File: src/rtl/uart_rx_pkg.sv
// Shared types and helpers for the oversampling UART receiver.
package uart_rx_pkg;

  typedef enum logic [2:0] {
    IDLE,
    START,
    DATA,
    PARITY,
    STOP
  } rx_state_t;

  // Centre tick of a bit period; the vote window is mid-1 .. mid+1.
  function automatic int mid_idx(input int oversample);
    return oversample / 2;
  endfunction

endpackage

File: src/rtl/uart_sync2.sv
// Two-flop synchroniser for an asynchronous single-bit input, with a
// configurable reset value so the output idles at the line's rest level.
module uart_sync2 #(
  parameter logic RST_VAL = 1'b1
) (
  input  logic clk,
  input  logic reset,
  input  logic d_i,
  output logic q_o
);

  logic [1:0] sync_q;

  always_ff @(posedge clk or posedge reset) begin
    if (reset) begin
      sync_q <= {2{RST_VAL}};
    end else begin
      sync_q <= {sync_q[0], d_i};
    end
  end

  assign q_o = sync_q[1];

endmodule

File: src/rtl/uart_rx_oversample.sv
// Oversampling UART receiver: synchronised, 3-sample majority vote, false-start
// and break rejection. Define UART_RX_PARITY_EN to add a parity bit and port.
module uart_rx_oversample
  import uart_rx_pkg::*;
#(
  parameter int OVERSAMPLE = 16,
  parameter int DATA_BITS  = 8,
  parameter int CNT_BITS   = $clog2(OVERSAMPLE)
) (
  input  logic       clk,
  input  logic       reset,
  input  logic       en,
  input  logic       in,
`ifdef UART_RX_PARITY_EN
  input  logic       parity_odd,
`endif
  output logic [7:0] data,
  output logic       done,
  output logic       err,
  output logic       busy
);

  localparam int                  M        = mid_idx(OVERSAMPLE);
  localparam logic [CNT_BITS-1:0] T_LO     = CNT_BITS'(M - 1);
  localparam logic [CNT_BITS-1:0] T_MID    = CNT_BITS'(M);
  localparam logic [CNT_BITS-1:0] T_HI     = CNT_BITS'(M + 1);
  localparam logic [CNT_BITS-1:0] T_END    = CNT_BITS'(OVERSAMPLE - 1);
  localparam logic [2:0]          LAST_BIT = 3'(DATA_BITS - 1);

  logic                s;
  rx_state_t           state_q;
  logic [CNT_BITS-1:0] tcnt_q;
  logic [CNT_BITS-1:0] tcnt_d;
  logic [2:0]          bit_idx_q;
  logic [1:0]          samp_q;
  logic [7:0]          shreg_q;
  logic [7:0]          data_q;
  logic                done_q;
  logic                err_q;
  logic                armed_q;
  logic                vote;
  logic                par_bad;

  uart_sync2 #(.RST_VAL(1'b1)) u_sync (
    .clk   (clk),
    .reset (reset),
    .d_i   (in),
    .q_o   (s)
  );

  assign vote   = (samp_q[0] & samp_q[1]) | (samp_q[0] & s) | (samp_q[1] & s);
  assign tcnt_d = (tcnt_q == T_END) ? '0 : tcnt_q + 1'b1;

`ifdef UART_RX_PARITY_EN
  logic par_bad_q;
  assign par_bad = par_bad_q;
`else
  assign par_bad = 1'b0;
`endif

  always_ff @(posedge clk or posedge reset) begin
    if (reset) begin
      state_q   <= IDLE;
      tcnt_q    <= '0;
      bit_idx_q <= '0;
      samp_q    <= '1;
      shreg_q   <= '0;
      data_q    <= '0;
      done_q    <= 1'b0;
      err_q     <= 1'b0;
      armed_q   <= 1'b1;
`ifdef UART_RX_PARITY_EN
      par_bad_q <= 1'b0;
`endif
    end else begin
      done_q <= 1'b0;
      err_q  <= 1'b0;
      if (en) begin
        if (state_q == IDLE) begin
          tcnt_q <= '0;
          // After an error the line must be seen high before a new start is taken.
          if (s) begin
            armed_q <= 1'b1;
          end else if (armed_q) begin
            state_q <= START;
            shreg_q <= '0;
`ifdef UART_RX_PARITY_EN
            par_bad_q <= 1'b0;
`endif
          end
        end else begin
          tcnt_q <= tcnt_d;
          if (tcnt_q == T_LO)  samp_q[0] <= s;
          if (tcnt_q == T_MID) samp_q[1] <= s;
          case (state_q)
            START: begin
              if (tcnt_q == T_HI && vote) begin
                state_q <= IDLE;
                tcnt_q  <= '0;
              end else if (tcnt_q == T_END) begin
                state_q   <= DATA;
                bit_idx_q <= '0;
              end
            end
            DATA: begin
              if (tcnt_q == T_HI) shreg_q[bit_idx_q] <= vote;
              if (tcnt_q == T_END) begin
                if (bit_idx_q == LAST_BIT) begin
`ifdef UART_RX_PARITY_EN
                  state_q <= PARITY;
`else
                  state_q <= STOP;
`endif
                end else begin
                  bit_idx_q <= bit_idx_q + 3'd1;
                end
              end
            end
`ifdef UART_RX_PARITY_EN
            PARITY: begin
              if (tcnt_q == T_HI) par_bad_q <= (^shreg_q) ^ vote ^ parity_odd;
              if (tcnt_q == T_END) state_q <= STOP;
            end
`endif
            STOP: begin
              // Leave at mid stop bit so the next start edge is never missed.
              if (tcnt_q == T_HI) begin
                state_q <= IDLE;
                tcnt_q  <= '0;
                if (vote && !par_bad) begin
                  data_q <= shreg_q;
                  done_q <= 1'b1;
                end else begin
                  err_q   <= 1'b1;
                  armed_q <= 1'b0;
                end
              end
            end
            default: begin
              state_q <= IDLE;
              tcnt_q  <= '0;
            end
          endcase
        end
      end
    end
  end

  assign data = data_q;
  assign done = done_q;
  assign err  = err_q;
  assign busy = (state_q != IDLE);

endmodule
File: config.mk
export PLATFORM = sky130hd
export DESIGN_NAME = uart_rx_oversample
export DESIGN_NICKNAME = d
export VERILOG_FILES = /design/src/rtl/uart_rx_pkg.sv /design/src/rtl/uart_sync2.sv /design/src/rtl/uart_rx_oversample.sv
export SDC_FILE = /design/constraint.sdc
export NUM_CORES = 1
export LEC_CHECK = 0
export ABC_AREA = 1
export CAP_MARGIN = 40
export CORE_MARGIN = 1
export CORE_UTILIZATION = 61
export DETAILED_ROUTE_END_ITERATION = 10
export PLACE_DENSITY_LB_ADDON = 0.08
export SYNTH_ARGS = -nofsm -noshare
export SYNTH_HDL_FRONTEND = slang
export SYNTH_SLANG_ARGS = --single-unit
export TNS_END_PERCENT = 30
File: constraint.sdc
create_clock -name clk -period 3.8 [get_ports clk]
set_clock_uncertainty 0.1 [all_clocks]
set_input_delay 0.76 -clock clk [delete_from_list [all_inputs] [get_ports clk]]
set_output_delay 0.76 -clock clk [all_outputs]
set_load 0.01 [all_outputs]
==> results of run 1 <==
[cells by family after synthesis]
family                     Yosys count  share of synthesized area (%)
AOI/OAI and AO/OA                   15                           4.64
and+or+nand+nor                    141                           37.6
buffers and inverters               23                           5.08
adders and majority gates            5                           3.68
DFF                                 33                           49.0
[report_power, final]
group | total, W | leakage, nW | internal, W | switching, W
Clock | 0.000186 | 0.0320 | 0.0000703 | 0.000115
Combinational | 0.000206 | 0.561 | 0.0000672 | 0.000139
Sequential | 0.000389 | 0.442 | 0.000370 | 0.0000186
Total | 0.000780 | 1.03 | 0.000508 | 0.000273
[cell type report]
| cell class | count | area (µm²) |
|---|---|---|
| fillers | 185 | 587 |
| multi-input cells | 161 | 781 |
| inverters | 23 | 86.3 |
| flip-flops and latches | 33 | 832 |
| clock inverters | 2 | 10.0 |
| repair buffers | 17 | 170 |
| well taps | 30 | 37.5 |
| clock buffers | 6 | 41.3 |
[worst max-delay path: stages, from the launching register on]
cell             delay [ns]
dfrtp_1                0.45
nor2_2                 0.19
nand2_4                0.10
clkdlybuf4s50_1        0.49
[metal layers]
layer / wire [µm] / vias to the layer above / global-route usage [%]
met5: 0 / - / 0
met4: 87 / 0 / 16.2
met3: 178 / 11 / 8.33
met2: 1640 / 49 / 43.8
met1: 1640 / 695 / 38.7
li1: - / 745 / -
[through the flow]
stage                     area (µm²)  setup WS, ns
final                           1960          1.38
after global routing            1960          1.29
after CTS                       1960          1.38
after detailed placement        1910          1.44
after global placement          1890          1.49
after floorplan                 1700          2.22
[registers in the layout, summed over array words and instances (netlist names)]
| name | cells |
|---|---|
| tcnt_q | 4 |
| done | 1 |
| samp_q | 2 |
| state_q | 3 |
| u_sync.sync_q | 2 |
| armed_q | 1 |
| bit_idx_q | 3 |
| shreg_q | 8 |
| data | 8 |
| err | 1 |
[Yosys cell counts]
| cell type | instances | share of area, % |
|---|---|---|
| a21oi_2 | 1 | 0.52 |
| nand2_4 | 1 | 0.66 |
| nand4_1 | 6 | 2.2 |
| dfstp_2 | 5 | 7.7 |
| nand2_2 | 1 | 0.37 |
| nor2_4 | 3 | 2.0 |
| nor3_1 | 8 | 2.4 |
| inv_1 | 18 | 4.0 |
| nand2_1 | 94 | 21 |
| nand4_4 | 1 | 1.3 |
| ha_1 | 5 | 3.7 |
| inv_2 | 5 | 1.1 |
| nor2_1 | 6 | 1.3 |
| nand3_1 | 17 | 5.0 |
| dfrtp_1 | 28 | 41 |
| a21oi_1 | 1 | 0.29 |
| o21ai_1 | 4 | 1.2 |
| o21ai_0 | 9 | 2.7 |
| nor2_2 | 3 | 1.1 |
| nor3_2 | 1 | 0.59 |
[worst paths after layout]
path / to / slack [ns]
max: busy / 1.38
min: u_sync.sync_q[1] / 0.27
max reg2reg: state_q[2] / 1.97
min reg2reg: u_sync.sync_q[1] / 0.27
max in group asynchronous: samp_q[0] / 2.36
min in group asynchronous: tcnt_q[3] / 0.67
==> results.ini, run 1 <==
[floorplan]
fp.dieH_um = 54.8
initial_core_util_pct = 66.8
die_x_um = 54.8
io_pins = 15
core-area_mm2 = 0.00254
rows = 18
die_area_mm2 = 0.00300

[power]
total_power_w = 0.000780
power.density_mw_per_mm2 = 399
peakVddDrop_uv = 328
p_leak_nw = 1.03

[routing]
post_drt_wl_per_cell_um = 13.0
via_per_inst = 5.51
drc = 0
ant_nets = 0
drt_pass1_iterations = 4
drt_iter0_drc = 76
wirelength_um = 3550
vias = 1500

[layout]
fin_cells = 272
final_common_cell = nand2_1
drive_above_1_share_pct = 12.8
fin_nets = 250
insertedDiodeCount = 0
area_growth_pct = 15.2
final_cell_mix = 94 x nand2_1, 28 x dfrtp_1, 18 x inv_1
post-route-util_pct = 76.9

[timing]
fin_crit_sh_pct = 63.7
slew_viol_final = 0
setup_viol = 0
min_period_ns = 2.42
setup_tns_ns = 0
hold_viol = 0
rsz0062_at_grt = false
slew_headroom_pct = 60.6
worst_slew_pin_slew_ns = 0.590
whs_ns = 0.271
fmax_mhz = 413

[placed_design]
dp_hpwl_um = 2680
portBuffers = 14
placedCellCount = 264
gp_congestion = 0.890

[clock_network]
cts_tree = built
cts_setup_buffers = 0
clock_latency_ns = 0.34
cts_sinks = 33
htree_levels = 2
cts_buffers = 5
hold_buffers = 0
clk_path_buf_depth = 2
clkTransAtPathRegs_ns = 0.10
clock-root-buffer = clkbuf_4
cts.repair.resized = 0

[setup_path]
crit_start = state_q[1]
cp-end-kind = output port
crit_type = reg2out
reg2reg_depth = 8
cp_data_arrival_time_ns = 1.56
cp.required_ns = 2.94
worstPathMaxFanout = 7
worstReg2RegStart = tcnt_q[0]
start_kind = register

[status]
status = completed

[global_routing]
grtUsageTotal_pct = 29.6
grt-ovfl-total = 0
antenna_found_initial = 0
grt_max_degree = 17
grt_pass1_vias = 1333
grt_pass1_wl_um = 5980

[synth]
synth_cells = 217
avgSynthCellArea_um2 = 7.83
ys_seq_area_share_pct = 49.0
ys_warn_count = 0
synth_seq_cells = 33
synthDistinctLibCells = 20
syn_nets = 226
syn_area_mm2 = 0.00170

[hold_path]
min_path_cells = 0
hp-class = reg2reg
hp-start = u_sync.sync_q[0]

[flow_run]
max-cap-violations = 0

(Power assumes the default switching activity.)
==> run 2, diff against run 1 <==
--- a/config.mk
+++ b/config.mk
@@ -8,7 +8,7 @@
 export ABC_AREA = 1
 export CAP_MARGIN = 40
 export CORE_MARGIN = 1
-export CORE_UTILIZATION = 61
+export CORE_UTILIZATION = 56
 export DETAILED_ROUTE_END_ITERATION = 10
 export PLACE_DENSITY_LB_ADDON = 0.08
 export SYNTH_ARGS = -nofsm -noshare
==> constraint.sdc (replaced) <==
create_clock -name clk -period 2.4 [get_ports clk]
set_clock_uncertainty 0.1 [all_clocks]
set_input_delay 0.48 -clock clk [delete_from_list [all_inputs] [get_ports clk]]
set_output_delay 0.48 -clock clk [all_outputs]
set_load 0.01 [all_outputs]
==> results.ini, run 2 (synthesized netlist as in run 1, its figures left out) <==
[layout]
drive_above_1_share_pct = 11.7
area_growth_pct = 14.4
final_common_cell = nand2_1
final_cell_area_mm2 = 0.00194
insertedDiodeCount = 0
final_cell_mix = 94 x nand2_1, 28 x dfrtp_1, 18 x inv_1
fin_nets = 248

[timing]
hold_viol = 0
fin_crit_sh_pct = 89.4
rsz0062_at_grt = false
fmax_mhz = 466
setup_tns_ns = 0
slew_viol_final = 0
min_period_ns = 2.15
slew_headroom_pct = 72.9
setup_viol = 0
worst_slew_pin_slew_ns = 0.406

[setup_path]
crit_family = buffers and inverters
path_buf_inv = 1
path_cells = nor2_2 -> nand2_4 -> clkdlybuf4s50_1
cp.required_ns = 1.82
crit_type = reg2out
start_kind = register
cp_data_arrival_time_ns = 1.57
worstPathMaxFanout = 7
cp-end-kind = output port
slowest_delay_ns = 0.49
worst_path_max_delay_cell = clkdlybuf4s50_1

[clock_network]
clkTransAtPathRegs_ns = 0.10
cts.repair.resized = 0
hold_buffers = 0
cts_sinks = 33
cts_setup_buffers = 0
htree_levels = 2
clk_path_buf_depth = 2
cts_tree = built
clock-root-buffer = clkbuf_4
clock_latency_ns = 0.34
cts_buffers = 5

[placed_design]
gp_congestion = 0.892
dp_hpwl_um = 2460
portBuffers = 14
placed_area_mm2 = 0.00189

[floorplan]
initial_core_util_pct = 60.6
io_pins = 15
core-area_mm2 = 0.00281
die_area_mm2 = 0.00326
rows = 19
die_x_um = 57.1
fp.dieH_um = 57.1

[power]
peakVddDrop_uv = 414
p_leak_nw = 1.02
power.density_mw_per_mm2 = 650

[global_routing]
antenna_found_initial = 0
grt_pass1_vias = 1364
grt_max_degree = 34
grtUsageTotal_pct = 23.8
grt-ovfl-total = 0
grt_pass1_wl_um = 5840

[routing]
via_per_inst = 5.36
vias = 1453
post_drt_wl_per_cell_um = 12.0
ant_nets = 0
drt_iter0_drc = 85
drc = 2
wirelength_um = 3260
drt_pass1_iterations = 7

[hold_path]
hp-class = reg2reg

[status]
status = complete, but fails checks
violations = DRC

[flow_run]
max-cap-violations = 0

## run 2: area by class of cell
type,instances,area (µm²)
inverters,23,86.3
clock buffers,8,58.8
flip-flops and latches,33,832
fillers,242,861
multi-input cells,161,781
well taps,31,38.8
repair buffers,15,148
## run 2: through the flow
stage	worst slack (ns)	cells	hold WS [ns]	power, W	util [%]
6_report	0.255	271	0.265	0.00126	69.3
5_1_grt	0.156	271	0.269	0.00135	69.3
3_3_place_gp	0.336	263	0.250	0.000937	67.2
2_1_floorplan	0.953	217	0.245	0.000865	-
4_1_cts	0.246	271	0.268	0.00127	69.3
3_5_place_dp	0.284	263	0.254	0.000946	67.2
## run 2: worst register-to-register path: cells and delay by family (launching register included)
kind | cells | cell delay (ns)
buffers and inverters | 1 | 0.14
DFF | 1 | 0.43
adders and majority gates | 1 | 0.19
and+or+nand+nor | 7 | 0.85
## run 2: metal layers
metal / global-route usage (%) / vias up / wire [µm]
li1: - / 743 / -
met1: 33.0 / 671 / 1620
met2: 35.3 / 35 / 1460
met3: 7.94 / 4 / 148
met4: 8.01 / 0 / 37
met5: 0 / - / 0
## run 2: worst paths after layout
path                                       start                to  slack (ns)  cells after the start
worst min-delay path            u_sync.sync_q[0]  u_sync.sync_q[1]        0.26                      0
worst max-delay path                  state_q[0]              busy        0.25                      3
worst min register to register  u_sync.sync_q[0]  u_sync.sync_q[1]        0.26                      0
worst max register to register         tcnt_q[0]      bit_idx_q[0]        0.62                      9
max in group asynchronous                  reset         samp_q[1]        1.45                      3
min in group asynchronous                  reset        state_q[0]        0.42                      3
## run 2: report_power, final
group          total (W)  switching (W)  internal (W)
Clock           0.000325       0.000181      0.000144
Combinational   0.000322       0.000220      0.000103
Sequential      0.000616      0.0000296      0.000586
Total            0.00126       0.000430      0.000833
==> run 3, diff against run 2 <==
--- a/config.mk
+++ b/config.mk
@@ -8,7 +8,8 @@
 export ABC_AREA = 1
 export CAP_MARGIN = 40
 export CORE_MARGIN = 1
-export CORE_UTILIZATION = 56
+export CORE_UTILIZATION = 50
+export CTS_CLUSTER_DIAMETER = 60
 export DETAILED_ROUTE_END_ITERATION = 10
 export PLACE_DENSITY_LB_ADDON = 0.08
 export SYNTH_ARGS = -nofsm -noshare
==> constraint.sdc (replaced) <==
create_clock -name clk -period 2.6 [get_ports clk]
set_clock_uncertainty 0.1 [all_clocks]
set_input_delay 0.52 -clock clk [delete_from_list [all_inputs] [get_ports clk]]
set_output_delay 0.52 -clock clk [all_outputs]
set_load 0.01 [all_outputs]
==> results.ini, run 3 (synthesized netlist as in run 1, its figures left out) <==
[status]
status = completed

[placed_design]
dp_hpwl_um = 2430
gp_congestion = 0.832
placedCellCount = 276
portBuffers = 14

[setup_path]
worstPathMaxFanout = 7
crit_start = state_q[0]
r2r_end = state_q[2]
cp.required_ns = 1.98
reg2reg_slack_ns = 0.85
crit_type = reg2out
reg2reg_depth = 8
worstReg2RegStart = tcnt_q[0]
start_kind = register
cp-end-kind = output port
cp_data_arrival_time_ns = 1.58

[global_routing]
grt_use_met3_pct = 4.98
antenna_found_initial = 0
grt_pass1_wl_um = 5620
met1_usage_pct = 30.0
grt-ovfl-total = 0
grt_max_degree = 34
grtUsageMet2_pct = 30.3
grt.busiest_layer = met2
grtUsageTotal_pct = 21.3
grt_pass1_vias = 1259

[clock_network]
hold_buffers = 0
clock-root-buffer = clkbuf_4
cts_sinks = 33
clkTransAtPathRegs_ns = 0.11
clk_path_buf_depth = 2
clock_latency_ns = 0.33
cts_setup_buffers = 0
htree_levels = 2
cts_buffers = 5
cts_tree = built
cts.repair.resized = 0

[floorplan]
core-area_mm2 = 0.00313
io_pins = 15
fp.dieH_um = 60.3
rows = 20
die_area_mm2 = 0.00364
die_x_um = 60.3
initial_core_util_pct = 54.3

[power]
total_power_w = 0.00113
peakVddDrop_uv = 309
p_leak_nw = 1.02
power.density_mw_per_mm2 = 580

[layout]
insertedDiodeCount = 0
drive_above_1_share_pct = 12.1
fin_nets = 248
post-route-util_pct = 62.4
fin_cells = 284
area_growth_pct = 14.9
final_cell_mix = 94 x nand2_1, 28 x dfrtp_1, 18 x inv_1
final_common_cell = nand2_1

[timing]
fmax_mhz = 455
whs_ns = 0.262
setup_tns_ns = 0
slew_viol_final = 0
slew_headroom_pct = 73.0
min_period_ns = 2.20
rsz0062_at_grt = false
hold_viol = 0
setup_viol = 0
fin_crit_sh_pct = 84.6
worst_slew_pin_slew_ns = 0.406

[hold_path]
hp-class = reg2reg
min_path_cells = 0
holdPathEnd = u_sync.sync_q[1]
hp-start = u_sync.sync_q[0]

[routing]
drc = 0
drt_pass1_iterations = 4
ant_nets = 0
wirelength_um = 3160
post_drt_wl_per_cell_um = 11.1
vias = 1431
via_per_inst = 5.04
drt_iter0_drc = 66

[flow_run]
max-cap-violations = 0

run 3: routing by layer:
metal	wire (µm)	part of all wire, %	vias to the layer above
met3	182	5.8	4
li1	-	-	739
met5	0	0	-
met1	1570	50	648
met4	33	1.0	0
met2	1380	44	40
run 3: power breakdown:
part	switching (W)	total, W	internal (W)
Clock	0.000167	0.000270	0.000103
Sequential	0.0000268	0.000568	0.000541
Combinational	0.000202	0.000296	0.0000946
run 3: how the worst max path moves through the flow:
stage	endpoint	slack, ns	depth (start not counted)
after global placement	shreg_q[1]	0.49	8
after global routing	busy	0.30	3
after detailed placement	shreg_q[4]	0.47	8
final	busy	0.40	3
after CTS	busy	0.38	3
after floorplan	state_q[0]	1.15	9
run 3: final cells by class:
type | instances | area [µm²]
clock buffers | 6 | 41.3
multi-input cells | 161 | 781
inverters | 23 | 86.3
fillers | 287 | 1170
clock inverters | 2 | 10.0
repair buffers | 15 | 148
well taps | 44 | 55.1
flip-flops and latches | 33 | 832
run 3: worst max-delay path, stage by stage, from the launching register on:
cell,delay [ns]
dfrtp_1,0.47
nor2_2,0.18
nand2_4,0.10
clkdlybuf4s50_1,0.49
run 3: through the flow:
stage	area (µm²)	setup slack (ns)
final	1950	0.401
after global placement	1900	0.486
after global routing	1950	0.299
after detailed placement	1900	0.469
after CTS	1950	0.384
after floorplan	1700	1.15
